File: src/rtl/nds_pipe_slice_pkg.sv
// Shared definitions for the elastic register pipeline slice: depth limit,
// a ceiling-log2 helper for sizing the occupancy counter, and a
// parameter-legality check expanded inside the modules that need it.
`ifndef NDS_PIPE_PKG_SV
`define NDS_PIPE_PKG_SV

package nds_pipe_pkg;

  localparam int NDS_PIPE_MAX_DEPTH = 8;

  // Ceiling log2 with a floor of 1, so a counter that only ever holds 0
  // still gets a one-bit port.
  function automatic int nds_clog2(input int n);
    int r;
    r = 1;
    while ((1 << r) < n) begin
      r = r + 1;
    end
    return r;
  endfunction

endpackage

// Stops elaboration when DEPTH is outside 0..NDS_PIPE_MAX_DEPTH or WIDTH < 1.
`define NDS_PIPE_CHECK(D, W) \
  if (((D) < 0) || ((D) > nds_pipe_pkg::NDS_PIPE_MAX_DEPTH) || ((W) < 1)) begin : g_param_error \
    $error("nds_pipe_slice: DEPTH must be 0..8 and WIDTH must be >= 1"); \
  end

`endif

File: src/rtl/nds_pipe_slice_stage.sv
// One register stage of the elastic pipeline. REG_READY=0 gives a plain
// valid/data register whose ready looks through to the next stage;
// REG_READY=1 gives a main+skid pair so that ready is a flop output.
module nds_pipe_stage
  import nds_pipe_pkg::*;
#(
  parameter int               WIDTH     = 32,
  parameter bit               REG_READY = 1'b0,
  parameter logic [WIDTH-1:0] RST_VAL   = '0
) (
  input  logic             CK,
  input  logic             R,
  input  logic             FLUSH,
  input  logic             in_valid_i,
  output logic             in_ready_o,
  input  logic [WIDTH-1:0] in_data_i,
  output logic             out_valid_o,
  input  logic             out_ready_i,
  output logic [WIDTH-1:0] out_data_o
);

  if (REG_READY == 1'b0) begin : g_plain
    logic             valid_q, valid_d;
    logic [WIDTH-1:0] data_q, data_d;

    // Ready looks through this stage when it is empty or being drained,
    // which lets a bubble collapse the cycle it reaches a stalled stage.
    assign in_ready_o  = !valid_q || out_ready_i;
    assign out_valid_o = valid_q;
    assign out_data_o  = data_q;

    // Next state: flush clears; otherwise take the upstream word when ready.
    always_comb begin
      valid_d = valid_q;
      data_d  = data_q;
      if (FLUSH) begin
        valid_d = 1'b0;
        data_d  = RST_VAL;
      end else if (in_ready_o) begin
        valid_d = in_valid_i;
        if (in_valid_i) begin
          data_d = in_data_i;
        end
      end
    end

    // Stage registers with asynchronous reset.
    always_ff @(posedge CK or posedge R) begin
      if (R) begin
        valid_q <= 1'b0;
        data_q  <= RST_VAL;
      end else begin
        valid_q <= valid_d;
        data_q  <= data_d;
      end
    end
  end else begin : g_skid
    logic             main_valid_q, main_valid_d;
    logic [WIDTH-1:0] main_data_q, main_data_d;
    logic             skid_valid_q, skid_valid_d;
    logic [WIDTH-1:0] skid_data_q, skid_data_d;
    logic             in_fire;

    // Ready is purely the registered "skid is free" flag.
    assign in_ready_o  = !skid_valid_q;
    assign in_fire     = in_valid_i && !skid_valid_q;
    assign out_valid_o = main_valid_q;
    assign out_data_o  = main_data_q;

    // Next state: skid drains into main before new input; a word arriving
    // while main is stalled parks in skid.
    always_comb begin
      main_valid_d = main_valid_q;
      main_data_d  = main_data_q;
      skid_valid_d = skid_valid_q;
      skid_data_d  = skid_data_q;
      if (FLUSH) begin
        main_valid_d = 1'b0;
        main_data_d  = RST_VAL;
        skid_valid_d = 1'b0;
        skid_data_d  = RST_VAL;
      end else if (!main_valid_q || out_ready_i) begin
        if (skid_valid_q) begin
          main_valid_d = 1'b1;
          main_data_d  = skid_data_q;
          skid_valid_d = 1'b0;
        end else begin
          main_valid_d = in_fire;
          if (in_fire) begin
            main_data_d = in_data_i;
          end
        end
      end else if (in_fire) begin
        skid_valid_d = 1'b1;
        skid_data_d  = in_data_i;
      end
    end

    // Main and skid registers with asynchronous reset.
    always_ff @(posedge CK or posedge R) begin
      if (R) begin
        main_valid_q <= 1'b0;
        main_data_q  <= RST_VAL;
        skid_valid_q <= 1'b0;
        skid_data_q  <= RST_VAL;
      end else begin
        main_valid_q <= main_valid_d;
        main_data_q  <= main_data_d;
        skid_valid_q <= skid_valid_d;
        skid_data_q  <= skid_data_d;
      end
    end
  end

endmodule

File: src/rtl/nds_pipe_slice.sv
// Elastic WIDTH x DEPTH register pipeline with valid/ready on both sides,
// synchronous flush and a registered occupancy count. DEPTH=0 is a wire.
module nds_pipe_slice
  import nds_pipe_pkg::*;
#(
  parameter int               WIDTH     = 32,
  parameter int               DEPTH     = 2,
  parameter bit               REG_READY = 1'b0,
  parameter logic [WIDTH-1:0] RST_VAL   = {WIDTH{1'b0}},
  localparam int              OCC_W     = nds_clog2(2 * DEPTH + 1)
) (
  input  logic             CK,
  input  logic             R,
  input  logic             FLUSH,
  input  logic             I_VALID,
  output logic             I_READY,
  input  logic [WIDTH-1:0] I,
  output logic             O_VALID,
  input  logic             O_READY,
  output logic [WIDTH-1:0] O,
  output logic [OCC_W-1:0] OCC
);

  `NDS_PIPE_CHECK(DEPTH, WIDTH)

  if (DEPTH == 0) begin : g_bypass
    logic unused_bypass;
    assign unused_bypass = CK ^ R ^ FLUSH;
    assign O       = I;
    assign O_VALID = I_VALID;
    assign I_READY = O_READY;
    assign OCC     = '0;
  end else begin : g_pipe
    logic [DEPTH:0]   vld;
    logic [DEPTH:0]   rdy;
    logic [WIDTH-1:0] dat [DEPTH+1];
    logic             alive_q;
    logic [OCC_W-1:0] occ_q, occ_d;
    logic             in_xfer, out_xfer;

    // Holds I_READY low until the first edge after reset is released.
    always_ff @(posedge CK or posedge R) begin
      if (R) begin
        alive_q <= 1'b0;
      end else begin
        alive_q <= 1'b1;
      end
    end

    assign vld[0]     = I_VALID && alive_q;
    assign dat[0]     = I;
    assign rdy[DEPTH] = O_READY;
    assign I_READY    = rdy[0] && alive_q && !FLUSH;
    assign O_VALID    = vld[DEPTH];
    assign O          = dat[DEPTH];

    for (genvar gi = 0; gi < DEPTH; gi++) begin : g_stage
      nds_pipe_stage #(
        .WIDTH     (WIDTH),
        .REG_READY (REG_READY),
        .RST_VAL   (RST_VAL)
      ) u_stage (
        .CK          (CK),
        .R           (R),
        .FLUSH       (FLUSH),
        .in_valid_i  (vld[gi]),
        .in_ready_o  (rdy[gi]),
        .in_data_i   (dat[gi]),
        .out_valid_o (vld[gi+1]),
        .out_ready_i (rdy[gi+1]),
        .out_data_o  (dat[gi+1])
      );
    end

    assign in_xfer  = I_VALID && I_READY;
    assign out_xfer = O_VALID && O_READY;

    // Occupancy: +1 per accepted word, -1 per delivered word, 0 on flush.
    always_comb begin
      occ_d = occ_q;
      if (FLUSH) begin
        occ_d = '0;
      end else if (in_xfer && !out_xfer) begin
        occ_d = occ_q + OCC_W'(1);
      end else if (out_xfer && !in_xfer) begin
        occ_d = occ_q - OCC_W'(1);
      end
    end

    // Occupancy register with asynchronous reset.
    always_ff @(posedge CK or posedge R) begin
      if (R) begin
        occ_q <= '0;
      end else begin
        occ_q <= occ_d;
      end
    end

    assign OCC = occ_q;
  end

endmodule

File: config.mk
export PLATFORM = sky130hd
export DESIGN_NAME = nds_pipe_slice
export DESIGN_NICKNAME = d
export VERILOG_FILES = /design/src/rtl/nds_pipe_slice_pkg.sv /design/src/rtl/nds_pipe_slice_stage.sv /design/src/rtl/nds_pipe_slice.sv
export SDC_FILE = /design/constraint.sdc
export NUM_CORES = 1
export LEC_CHECK = 0
export CAP_MARGIN = 15
export CORE_UTILIZATION = 43
export CTS_CLUSTER_SIZE = 8
export DETAILED_ROUTE_END_ITERATION = 6
export PLACE_DENSITY = 0.87
export SLEW_MARGIN = 5
export SYNTH_ARGS = -nofsm -noshare
export SYNTH_HDL_FRONTEND = slang
export SYNTH_SLANG_ARGS = --single-unit
File: constraint.sdc
create_clock -name CK -period 2.4 [get_ports CK]
set_input_delay 0.72 -clock CK [delete_from_list [all_inputs] [get_ports CK]]
set_output_delay 0.72 -clock CK [all_outputs]
set_load 0.05 [all_outputs]
# Word-level counts from Yosys, hierarchy flattened
# Index checks and enable logic that the tools add are counted.
classes:
  n_shift: 0
  div_mod_pow: 0
  muxes: 13
  n_addsub: 2
  multipliers: 0
  bitwise: 0
  eq_ne: 0
  order_cmp: 0
  n_reduce_logical: 21
ops:
  columns: ["cell", "n"]
  rows:
  - ["$mux W32", 6]
  - ["$mux W3", 3]
  - ["$reduce_bool A2 Y1", 4]
  - ["$logic_and A1 B1 Y1", 7]
  - ["$logic_not A1 Y1", 5]
  - ["$mux W1", 4]
  - ["$reduce_and A2 Y1", 2]
  - ["$add A3 B1 Y3 const B", 1]
  - ["$reduce_bool A3 Y1", 1]
  - ["$sub A3 B1 Y3 const B", 1]
  - ["$logic_or A1 B1 Y1", 2]
totals:
  mem_count: 0
  ramBits: 0
  latch_bits: 0
  out_inout_bits: 37
  regBits: 70
  rom_bits: 0
  elab_cells: 42

# Logic depth before layout (Yosys ltp)
# Gate-level depths: netlist (run 1).
depth:
  depth_word: 11
  mapped_depth: 8

# Modules after synthesis
# A second synthesis (run 1) with hierarchy kept.
hier_totals:
  hier_cells: 330
  area_unflattened_um2: 3492.1
by_module_without_submodules:
  columns: ["mod", "cells_per_inst", "instances", "area_each_um2"]
  rows:
  - ["nds_pipe_stage", 151, 2, 1612.8]
  - ["nds_pipe_slice", 28, 1, 266.5]

# Worst setup path before layout (run 1)
# Ideal clock, no wire load.
synth_path:
  path_type: "input to output"
  from: "in O_READY"
  to: "out I_READY"
  path_slack_ps: -424
  arrival_time_ps: 2104
  cell_stages: 2
  n_path_buf: 0
  cell_sequence: "and3b_1 -> nor3b_1"
synth_via:
  elab_chain_cells: 4
synth_lines:
  columns: ["element", "line_no", "source"]
  rows:
  - ["start: declaration", "nds_pipe_slice.sv:19", "input logic O_READY,"]
  - ["$logic_or A1 B1 Y1 (2 in a row)", "nds_pipe_slice_stage.sv:28", "assign in_ready_o = !valid_q || out_ready_i;"]
  - ["$logic_and A1 B1 Y1 (2 in a row)", "nds_pipe_slice.sv:53", "assign I_READY = rdy[0] && alive_q && !FLUSH;"]
  - ["end: declaration", "nds_pipe_slice.sv:16", "output logic I_READY,"]
# No other way between the ends.

# Worst setup path in the final report (run 1)
layout_path:
  from: "in I_VALID"
  to: "reg g_pipe.occ_q[2] (netlist: OCC[2])"
layout_via:
  elab_chain_cells: 4
  word_cells_on_any_way: 7
  classes_between: "mux (2); reduce/logical (5)"
layout_lines:
  columns: ["element", "line_no", "source"]
  rows:
  - ["start: declaration", "nds_pipe_slice.sv:15", "input logic I_VALID,"]
  - ["$logic_and A1 B1 Y1 *", "nds_pipe_slice.sv:75", "assign in_xfer = I_VALID && I_READY;"]
  - ["$logic_and A1 B1 Y1 or $logic_not A1 Y1 (tied branches)", "nds_pipe_slice.sv:83, nds_pipe_slice.sv:85", null]
  - ["$mux W3 or $logic_and A1 B1 Y1 (tied branches)", "nds_pipe_slice.sv:83, nds_pipe_slice.sv:85", null]
  - ["$mux W3 or $reduce_bool A3 Y1 (tied branches)", null, null]
  - ["end signal: assignment", "nds_pipe_slice.sv:93", "occ_q <= '0;"]
  - ["end signal: assignment", "nds_pipe_slice.sv:95", "occ_q <= occ_d;"]
  - ["end: declaration", "nds_pipe_slice.sv:38", "logic [OCC_W-1:0] occ_q, occ_d;"]
# Mark *: on every way between the ends. The rest lies on a longest branch, timed or not.
# A chain may end at the register's enable or synchronous reset.

==> metrics.csv, run 1 <==
metric;value;unit
outcome;finished, final reports clean;
global-route wire length before repair;9600;um
vias in the first global route;1932;
clock period minus final worst setup slack;2320;ps
Finished Layout Cells;345;
worst-path fanout max;2;
Critical Path Start;I_VALID;
worst-margin pin slew;902;ps
largest area contributor in the netlist;sky130_fd_sc_hd__dfrtp_1;
Crit path buffers/inverters;1;
post-route ant nets;0;
register clock-pin slew on the reported worst setup and hold paths;70;ps
part of the total power dissipated in the clock network;0.415;
startpoint of the tightest hold check path;g_pipe.g_stage[0].u_stage.out_data_o[1];
count of cell types in the netlist;21;
fraction of layout cells with a size suffix above 1;0.134;
Total Routed Length;5600;um
Root Buffer Master;sky130_fd_sc_hd__clkbuf_8;
effective utilization at floorplan;0.444;
via density per instance;5.27;
Seq/Total Area, Yosys;0.622;
cell class contributing the biggest share of worst-path delay;simple AND/OR/NAND/NOR gates;
delay of the slowest critical-path stage;430;ps
cell area after placement;3500;um^2
Hold Vio Cnt, Final;0;
kind of end point of the critical path;flip-flop;
Combinational Power Share;0.103;
worst clock skew on the final layout;12.4;ps
count of buffers from port buffering;73;
number of top-level design ports;74;
syn nets;251;
antenna diode instance count;0;
switching fraction of total power;0.229;
maximum level of the CTS H-tree;3;
Die W;83.0;um
worst reg2reg startpoint;g_pipe.g_stage[1].u_stage.out_valid_o;
Synth Area per Inst;13.2;um^2
DRC violations left;0;
number of maximum-capacitance constraint violations;0;
share of flip-flops with an asynchronous set or reset after synthesis;1.00;
ordered list of cells on the worst path;clkdlybuf4s50_1 -> nand2_1 -> nor3_4 -> and2_1 -> fa_1 -> and3_1 -> mux2i_1 -> mux2_1;
top-count cell post-synth;sky130_fd_sc_hd__dfrtp_1;
EDFF count, synth;0;
leak pwr;0.00172;uW
area of the die;6880;um^2
worst skew pair latency;330;ps
signed area change from the synthesized netlist to the final layout;33.1;%
HPWL after DPL;3610;um
type of the setup path with the least slack;input port to flip-flop;
largest voltage drop on the vdd net;353;uV
top cell type's share of synthesized area;0.622;
number of buffers inserted during clock tree synthesis;9;
maximum root-to-sink buffer count;2;
Synthesis Warnings;0;
final-report max-slew violation count;0;
top cells by count, synth;sky130_fd_sc_hd__dfrtp_1, sky130_fd_sc_hd__a22o_1, sky130_fd_sc_hd__buf_4, sky130_fd_sc_hd__clkbuf_1, sky130_fd_sc_hd__nor2_1;
nature of the critical path startpoint;input port;
setup repair after global routing missed its margin;no;
Seq cells post-synth;70;
number of DRC violations after detailed-routing iteration 0;80;
share of total power in sequential cells;0.482;
area of the core;6350;um^2
number of antenna violations at the first check in global routing;0;
total standard cell area after synthesis;2820;um^2
crit share post-route;0.967;
number of placement rows;29;
routed len/inst;16.2;um
worst rel slew slack;0.397;
highest clock frequency the design can meet;431;MHz
total via count after detailed routing;1817;
crit path DAT;2530;ps
residual overflow from global routing;0;
total of endpoints with negative setup slack in the final report;0;
PwrDens;686;nW/um^2
Die Ht;83.0;um
data required time at the worst endpoint;2610;ps
primary flip-flop cell chosen by synthesis mapping;sky130_fd_sc_hd__dfrtp_1;
Syn Inst Count;213;
placed cell count;328;
first-pass iteration count of the detailed router;4;
overall global routing resource usage;0.178;
cell at the slowest stage of the critical path;sky130_fd_sc_hd__clkdlybuf4s50_1;
largest cells by area after synthesis;sky130_fd_sc_hd__dfrtp_1, sky130_fd_sc_hd__a22o_1, sky130_fd_sc_hd__buf_4, sky130_fd_sc_hd__clkbuf_1, sky130_fd_sc_hd__nor2_1;
Sink Count;70;
Sw Pwr;588;uW
routability cong.;0.697;
Hold Path Class;flip-flop to flip-flop;
number of nets at the end of the flow;301;
largest net degree at the start of global routing;71;
Overall Power;2570;uW
Internal Dissipation;1980;uW
final design instance area without fill;3750;um^2
clock tree from TritonCTS;built;
==> metrics by stage <==
| stage | worst slack, ps | hold WS [ps] | utilization | setup TNS [ps] |
|---|---|---|---|---|
| floorplan | -161 | 467 | - | -161 |
| global placement | -378 | 475 | 0.552 | -6020 |
| detailed placement | -407 | 480 | 0.552 | -8060 |
| CTS | 11.5 | 492 | 0.591 | 0 |
| global route | 14.8 | 517 | 0.591 | 0 |
| finish | 80.0 | 497 | 0.591 | 0 |
==> cell families (layout without fill, tap and decap cells) <==
group                      after synthesis  after routing  synth area share
DFF                                     70             70             0.622
AOI/OAI and AO/OA                       68             68             0.206
buffers and inverters                   49            104             0.109
and+or+nand+nor                         19             19            0.0364
muxes                                    4              4            0.0155
adders and majority gates                1              1           0.00711
other                                    1              1           0.00133
xor gates and xnor gates                 1              1           0.00311
==> state kept, by name, summed over array words and instances, names as in the netlist <==
| register | count |
|---|---|
| g_pipe.alive_q | 1 |
| OCC | 3 |
| g_pipe.g_stage.u_stage.out_valid_o | 2 |
| g_pipe.g_stage.u_stage.out_data_o | 64 |
==> layout by cell type (no fill, tap or decap), drive strengths merged <==
cell           instances
nor2                   9
and2                   1
a22o                  64
buf                   13
fa                     1
dlygate4sd2            1
and3b                  1
inv                    3
dfrtp                 70
clkinvlp               2
nand2b                 1
xor2                   1
nand2                  3
conb                   1
clkinv                 2
mux2i                  1
nor3                   1
clkdlybuf4s50         70
clkbuf                11
a21oi                  4
and3                   1
mux2                   3
nor2b                  1
bufinv                 2
nor3b                  1
==> per-layer routing <==
layer / part of all wire / up-vias / global-route usage / wire (um)
met3: 0.042 / 4 / 0.0537 / 233
met4: 0.0057 / 0 / 0.0596 / 32
met5: 0 / - / 0 / 0
met2: 0.49 / 48 / 0.273 / 2750
met1: 0.46 / 928 / 0.242 / 2590
li1: - / 837 / - / -
==> final timing paths <==
check                                                      endpoint  slack (ps)  cells past startpoint
setup / recovery                                             OCC[2]          80                      8
hold / removal              g_pipe.g_stage[1].u_stage.out_data_o[1]         500                      1
setup reg to reg                                             OCC[2]         260                      8
hold reg to reg             g_pipe.g_stage[1].u_stage.out_data_o[1]         500                      1
max in group asynchronous  g_pipe.g_stage[0].u_stage.out_data_o[31]        1260                      3
min in group asynchronous  g_pipe.g_stage[1].u_stage.out_data_o[31]         860                      3
==> what timing repair did <==
| item | CTS | global route |
|---|---|---|
| pin swaps | 1 | 1 |
| hold buffers | 0 | 0 |
| setup endpoints to repair | 4 | 1 |
| gates resized for setup | 6 | 2 |
| setup buffers | 1 | 0 |
| cloned | 0 | 0 |
==> layout make-up <==
cell class,instances,area [um^2]
well taps,77,96.3
multi-input cells,94,788
flip-flops and latches,70,1750
clock inverters,5,81.3
clock buffers,11,151
repair buffers,84,862
inverters,4,18.8
fillers,490,2600
==> power groups by stage <==
stage               logic, uW  registers (uW)  clock network (uW)
global route              287            1240                1150
CTS                       269            1240                1090
floorplan                 130            1270                   0
global placement          260            1260                   0
detailed placement        267            1260                   0
finish                    265            1240                1070
Power figures use the tool's default switching activity.
==> run 2, diff against run 1 <==
Clock period 2.4 ns to 1.9 ns, I/O delays scaled along.
==> run 2 against run 1 <==
  * The run now ends with negative setup slack left
  * Largest power group unchanged
  * First-iteration DRC count up 16%
  * Highest routed layer unchanged
  * Via count up 2.4%
  * Total power up 28%
  * Global-route usage down 0.55 points
  * Clock-buffer cell count unchanged
  * Final area up 0.47%
  * Die area unchanged
==> metrics.csv, run 2 (synthesis results as in run 1) <==
metric;value;unit;change
data required time at the worst endpoint;1330;ps;-1280 ps
clock tree from TritonCTS;built;;
PwrDens;872;nW/um^2;+27%
number of maximum-capacitance constraint violations;0;;unchanged
met1 capacity usage during global routing;0.249;;+0.00754
area of all sequential standard cells;1750;um^2;about the same
number of fillers in the final layout;492;;+0.41%
delay of the slowest critical-path stage;300;ps;-130 ps
Hold Vio Cnt, Final;0;;unchanged
global route hottest layer;met2;;
routed len/inst;16.9;um;+4.1%
worst-margin pin slew;584;ps;-318 ps
effective utilization at floorplan;0.444;;unchanged
final design instance area without fill;3770;um^2;+0.47%
outcome;finished, violations left;;
DRC violations left;0;;unchanged
routing usage on met2;0.259;;-0.0149
Total Routed Length;5980;um;+6.8%
area of the die;6880;um^2;unchanged
commonest cells after routing, fill and taps aside;sky130_fd_sc_hd__dfrtp_1, sky130_fd_sc_hd__a22o_1, sky130_fd_sc_hd__buf_4;;
first-pass iteration count of the detailed router;4;;unchanged
largest net degree at the start of global routing;36;;-49%
Die W;83.0;um;unchanged
maximum level of the CTS H-tree;3;;unchanged
residual overflow from global routing;0;;unchanged
number of nets at the end of the flow;310;;+3.0%
cell class contributing the biggest share of worst-path delay;buffers and inverters;;
total via count after detailed routing;1860;;+2.4%
Sink Count;70;;unchanged
post-route core utilization;0.593;;+0.00276
via density per instance;5.25;;-0.24%
antenna diode instance count;0;;unchanged
count of buffers from port buffering;73;;unchanged
worst skew pair latency;330;ps;about the same
worst-path fanout max;7;;+5
most frequent standard cell in the layout excluding fill and tap cells;sky130_fd_sc_hd__dfrtp_1;;
nature of the critical path startpoint;input port;;
fraction of layout cells with a size suffix above 1;0.310;;+0.176
final-report max-slew violation count;0;;unchanged
leak pwr;0.00185;uW;+7.3%
number of DRC violations after detailed-routing iteration 0;93;;+16%
crit path setup slack, layout;-115;ps;-195 ps
M3 GR Usage;0.0388;;-0.0149
routability cong.;0.718;;+2.9%
setup repair after global routing missed its margin;yes;;
highest clock frequency the design can meet;496;MHz;
global-route wire length before repair;9290;um;-3.2%
worst clock skew on the final layout;13.9;ps;+1.46 ps
signed area change from the synthesized netlist to the final layout;33.7;%;
number of flip-flops under the largest register name;64;;unchanged
Post-Route Hold Slack;497;ps;+0.459 ps
HPWL after DPL;3810;um;+5.4%
maximum root-to-sink buffer count;2;;unchanged
kind of end point of the critical path;output port;;
cell area after placement;3460;um^2;-1.2%
type of the setup path with the least slack;input port to output port;;
combined area of the multi-input logic cells;820;um^2;+4.0%
Crit path buffers/inverters;3;;+2
worst rel slew slack;0.610;;+0.213
post-route ant nets;0;;unchanged
number of placement rows;29;;unchanged
overall global routing resource usage;0.172;;-0.00547
worst slack at placement;-651;ps;-244 ps
crit share post-route;1.06;;
clock period minus final worst setup slack;2010;ps;
vias in the first global route;1834;;-5.1%
largest voltage drop on the vdd net;521;uV;+48%
Hold Path Class;flip-flop to flip-flop;;
hold_buf cts;0;;unchanged
Root Buffer Master;sky130_fd_sc_hd__clkbuf_8;;
ordered list of cells on the worst path;dlygate4sd2_1 -> buf_6 -> nor3b_4 -> buf_12;;
total of endpoints with negative setup slack in the final report;2;;+2
number of top-level design ports;74;;unchanged
Die Ht;83.0;um;unchanged
placed cell count;332;;+1.2%
cell at the slowest stage of the critical path;sky130_fd_sc_hd__dlygate4sd2_1;;
violated checks;negative setup slack;;
area of the core;6350;um^2;unchanged
Finished Layout Cells;354;;+2.6%
crit path DAT;1440;ps;-1090 ps
number of antenna violations at the first check in global routing;0;;unchanged
register clock-pin slew on the reported worst setup and hold paths;70;ps;about the same
number of buffers inserted during clock tree synthesis;9;;unchanged
## run 2: cell count changes in the layout (fill, tap and decap cells not counted), sizes merged
| cell | before | now |
|---|---|---|
| a21oi | 4 | 5 |
| buf | 13 | 57 |
| clkdlybuf4s50 | 70 | 33 |
| dlygate4sd2 | 1 | 2 |
## run 2: area by class of cell
type | count | share of cell area
clock buffer | 11 | 0.0402
clock inverter | 5 | 0.0216
inverter | 4 | 0.00498
multi-input combinational | 95 | 0.218
sequential | 70 | 0.465
tap | 77 | 0.0256
timing repair buffer | 92 | 0.225
## run 2: path summary, 6_finish.rpt
check	startpoint	to	slack, ps	cells past startpoint
worst max-delay path	FLUSH	I_READY	-110	4
worst min-delay path	g_pipe.g_stage[0].u_stage.out_data_o[27]	g_pipe.g_stage[1].u_stage.out_data_o[27]	500	1
worst max register to register	g_pipe.g_stage[1].u_stage.out_valid_o	OCC[2]	-10	8
worst min register to register	g_pipe.g_stage[0].u_stage.out_data_o[27]	g_pipe.g_stage[1].u_stage.out_data_o[27]	500	1
max in group asynchronous	R	g_pipe.g_stage[1].u_stage.out_valid_o	1010	3
min in group asynchronous	R	g_pipe.g_stage[1].u_stage.out_data_o[23]	700	3
## run 2: metrics by stage
step / TNS [ps] / power (uW)
5_1_grt: -285 / 3400
3_5_place_dp: -28750 / 1940
4_1_cts: -175 / 3290
2_1_floorplan: -779 / 1770
6_report: -178 / 3280
3_3_place_gp: -26440 / 1930
## run 2: layer usage
layer,vias up,part of all wire,wire length [um]
met5,-,0,0
met3,4,0.043,260
met2,51,0.48,2850
met1,946,0.47,2830
li1,859,-,-
met4,0,0.0064,38
## run 2: worst register-to-register path: cells and delay by family, from the launching register on
family	cells	cell delay, ps
multiplexers	2	460
adder cells (fa/ha/maj)	1	320
buffers and inverters	1	120
flip-flops	1	360
AND/OR/NAND/NOR	4	550
## run 2: report_power, final
| part | internal [uW] | switching, uW | leakage, uW |
|---|---|---|---|
| sequential | 1540 | 27.9 | 0.000959 |
| combinational | 168 | 189 | 0.000774 |
| clock | 811 | 553 | 0.000116 |
| total | 2510 | 770 | 0.00185 |
## run 2: what timing repair did
action,in CTS,in global routing
resized for setup,11,2
pin swaps,2,2
buffers inserted,3,2
cloned,0,1
setup endpoints to repair,51,14
==> run 3, diff against run 2 <==
Settings changed: CELL_PAD_IN_SITES_DETAIL_PLACEMENT set to 1, CELL_PAD_IN_SITES_GLOBAL_PLACEMENT set to 2, CORE_UTILIZATION 43 to 29, PLACE_DENSITY 0.87 to 0.88.
==> run 3 against run 2 <==
  * The run still ends with negative setup slack left
  * Worst hold slack about the same
  * Setup slack improved by 10 ps
  * Critical path depth unchanged
  * Cell count increased by 14%
  * Non-clock buffer count decreased by 1
  * Via count increased by 1.8%
  * Register-to-register slack got worse by 40 ps
  * Critical endpoint unchanged
  * Largest cell class unchanged
==> metrics.csv, run 3 (synthesis results as in run 1) <==
metric;value;unit;change
fraction of layout cells with a size suffix above 1;0.302;;-0.00865
number of flip-flops under the largest register name;64;;unchanged
number of instances on the worst hold path;1;;unchanged
Post-Route Setup TNS;-184;ps;-6.42 ps
maximum root-to-sink buffer count;2;;unchanged
most frequent standard cell in the layout excluding fill and tap cells;sky130_fd_sc_hd__dfrtp_1;;
ordered list of cells on the worst path;and3b_2 -> buf_6 -> nor3b_4 -> buf_12;;
type of the setup path with the least slack;flip-flop to output port;;
PwrDens;912;nW/um^2;+4.6%
HPWL after DPL;4240;um;+11%
startpoint of the tightest hold check path;g_pipe.g_stage[0].u_stage.out_data_o[15];;
vias in the first global route;2022;;+10%
Sink Count;70;;unchanged
cell class contributing the biggest share of worst-path delay;simple AND/OR/NAND/NOR gates;;
post-route core utilization;0.414;;-0.179
Total Routed Length;6290;um;+5.2%
area of the core;9330;um^2;+47%
kind of end point of the critical path;output port;;
largest net degree at the start of global routing;71;;+97%
violated checks;negative setup slack;;
worst reg2reg startpoint;g_pipe.g_stage[0].u_stage.out_valid_o;;
number of nets at the end of the flow;308;;-0.65%
Die W;101;um;+21%
routability cong.;0.713;;-0.68%
hold_buf cts;0;;unchanged
Root Buffer Master;sky130_fd_sc_hd__clkbuf_8;;
signed area change from the synthesized netlist to the final layout;37.0;%;
clock period minus final worst setup slack;2000;ps;-10.1 ps
largest voltage drop on the vdd net;395;uV;-24%
register clock-pin slew on the reported worst setup and hold paths;80;ps;about the same
data required time at the worst endpoint;1330;ps;about the same
first-pass iteration count of the detailed router;4;;unchanged
leak pwr;0.00186;uW;+0.74%
combined area of the multi-input logic cells;801;um^2;-2.3%
number of placement rows;35;;+21%
Register-to-Register Path Depth;8;;unchanged
Critical Path Start;g_pipe.g_stage[1].u_stage.out_valid_o;;
via density per instance;4.69;;-11%
setup repair after global routing missed its margin;yes;;
crit share post-route;1.06;;-0.00530
number of fillers in the final layout;990;;+100%
area of the die;10100;um^2;+47%
Post-Route Hold Slack;497;ps;-0.372 ps
routed len/inst;15.6;um;-7.8%
Hold Path Class;flip-flop to flip-flop;;
count of buffers from port buffering;73;;unchanged
DRC violations left;0;;unchanged
Hold Vio Cnt, Final;0;;unchanged
number of buffers inserted during clock tree synthesis;9;;unchanged
delay of the slowest critical-path stage;410;ps;+110 ps
crit path setup slack, layout;-105;ps;+10.1 ps
cell at the slowest stage of the critical path;sky130_fd_sc_hd__dfrtp_2;;
final-report max-slew violation count;0;;unchanged
number of top-level design ports;74;;unchanged
Hold Path End;g_pipe.g_stage[1].u_stage.out_data_o[15];;
effective utilization at floorplan;0.302;;-0.142
Crit path buffers/inverters;2;;-1
commonest cells after routing, fill and taps aside;sky130_fd_sc_hd__dfrtp_1, sky130_fd_sc_hd__a22o_1, sky130_fd_sc_hd__buf_4;;
outcome;finished, violations left;;
crit path DAT;1430;ps;about the same
highest clock frequency the design can meet;499;MHz;+0.50%
worst clock skew on the final layout;11.3;ps;-2.56 ps
clock tree from TritonCTS;built;;
worst reg2reg setup slack;-50;ps;-40 ps
global-route wire length before repair;10400;um;+12%
residual overflow from global routing;0;;unchanged
antenna diode instance count;0;;unchanged
worst skew pair latency;330;ps;about the same
Die Ht;101;um;+21%
worst slack at placement;-707;ps;-55.9 ps
number of DRC violations after detailed-routing iteration 0;58;;-38%
worst-path fanout max;2;;-5
nature of the critical path startpoint;flip-flop;;
maximum level of the CTS H-tree;3;;unchanged
area of all sequential standard cells;1750;um^2;unchanged
number of antenna violations at the first check in global routing;0;;unchanged
number of maximum-capacitance constraint violations;0;;unchanged
post-route ant nets;0;;unchanged
total of endpoints with negative setup slack in the final report;2;;unchanged
overall global routing resource usage;0.135;;-0.0378
endpoint of the most critical register-to-register path;OCC[2];;
total via count after detailed routing;1894;;+1.8%
## run 3: cell count changes in the layout (fill, tap and decap cells not counted), sizes merged
cell | before | now
a21oi | 5 | 4
buf | 57 | 56
bufinv | 2 | 4
clkinv | 2 | 0
clkinvlp | 2 | 1
inv | 3 | 4
## run 3: how the worst max path moves through the flow
stage	to	slack (ps)	cells after the start
after floorplan	OCC[2]	-380	8
after global routing	I_READY	-170	4
after CTS	I_READY	-160	4
final	I_READY	-100	4
after global placement	OCC[2]	-660	8
after detailed placement	OCC[2]	-710	8
## run 3: report_power, final
group,switching [uW],leakage (uW),total (uW),internal [uW]
Combinational,186,0.000769,357,171
Clock,552,0.000134,1600,1050
Sequential,28.1,0.000959,1560,1540
## run 3: per-stage QoR
step / power (uW) / cell area [um^2] / instances
global placement: 1940 / 3550 / 385
CTS: 3580 / 3840 / 403
finish: 3520 / 3860 / 404
detailed placement: 1950 / 3550 / 385
floorplan: 1770 / 2840 / 213
global route: 3670 / 3860 / 404
## run 3: timing repair
action,in CTS,in global routing
pin swaps,3,1
resized for setup,11,2
setup endpoints to repair,20,4
setup buffers,2,1
## run 3: layout make-up
cell class | instances | area share
Timing Repair Buffer | 91 | 0.222
Inverter | 4 | 0.00486
Tap cell | 129 | 0.0418
Clock buffer | 11 | 0.0366
Clock inverter | 5 | 0.0334
Multi-Input combinational cell | 94 | 0.207
Sequential cell | 70 | 0.454
## run 3: layer usage
layer  global-route usage  share of wire  vias to the layer above
met5                    0              0                        -
met4               0.0502         0.0092                        0
met3               0.0284          0.048                        6
met2                0.220           0.49                       53
met1                0.176           0.45                      976
li1                     -              -                      859
## run 3: worst register-to-register path: stages (launching register included)
cell and delay [ps]:
sky130_fd_sc_hd__dfrtp_1 350, sky130_fd_sc_hd__and3b_2 210, sky130_fd_sc_hd__buf_4 120, sky130_fd_sc_hd__nor3_4 40
sky130_fd_sc_hd__and2_4 160, sky130_fd_sc_hd__fa_2 330, sky130_fd_sc_hd__and3_4 150, sky130_fd_sc_hd__mux2i_1 130
sky130_fd_sc_hd__mux2_1 340
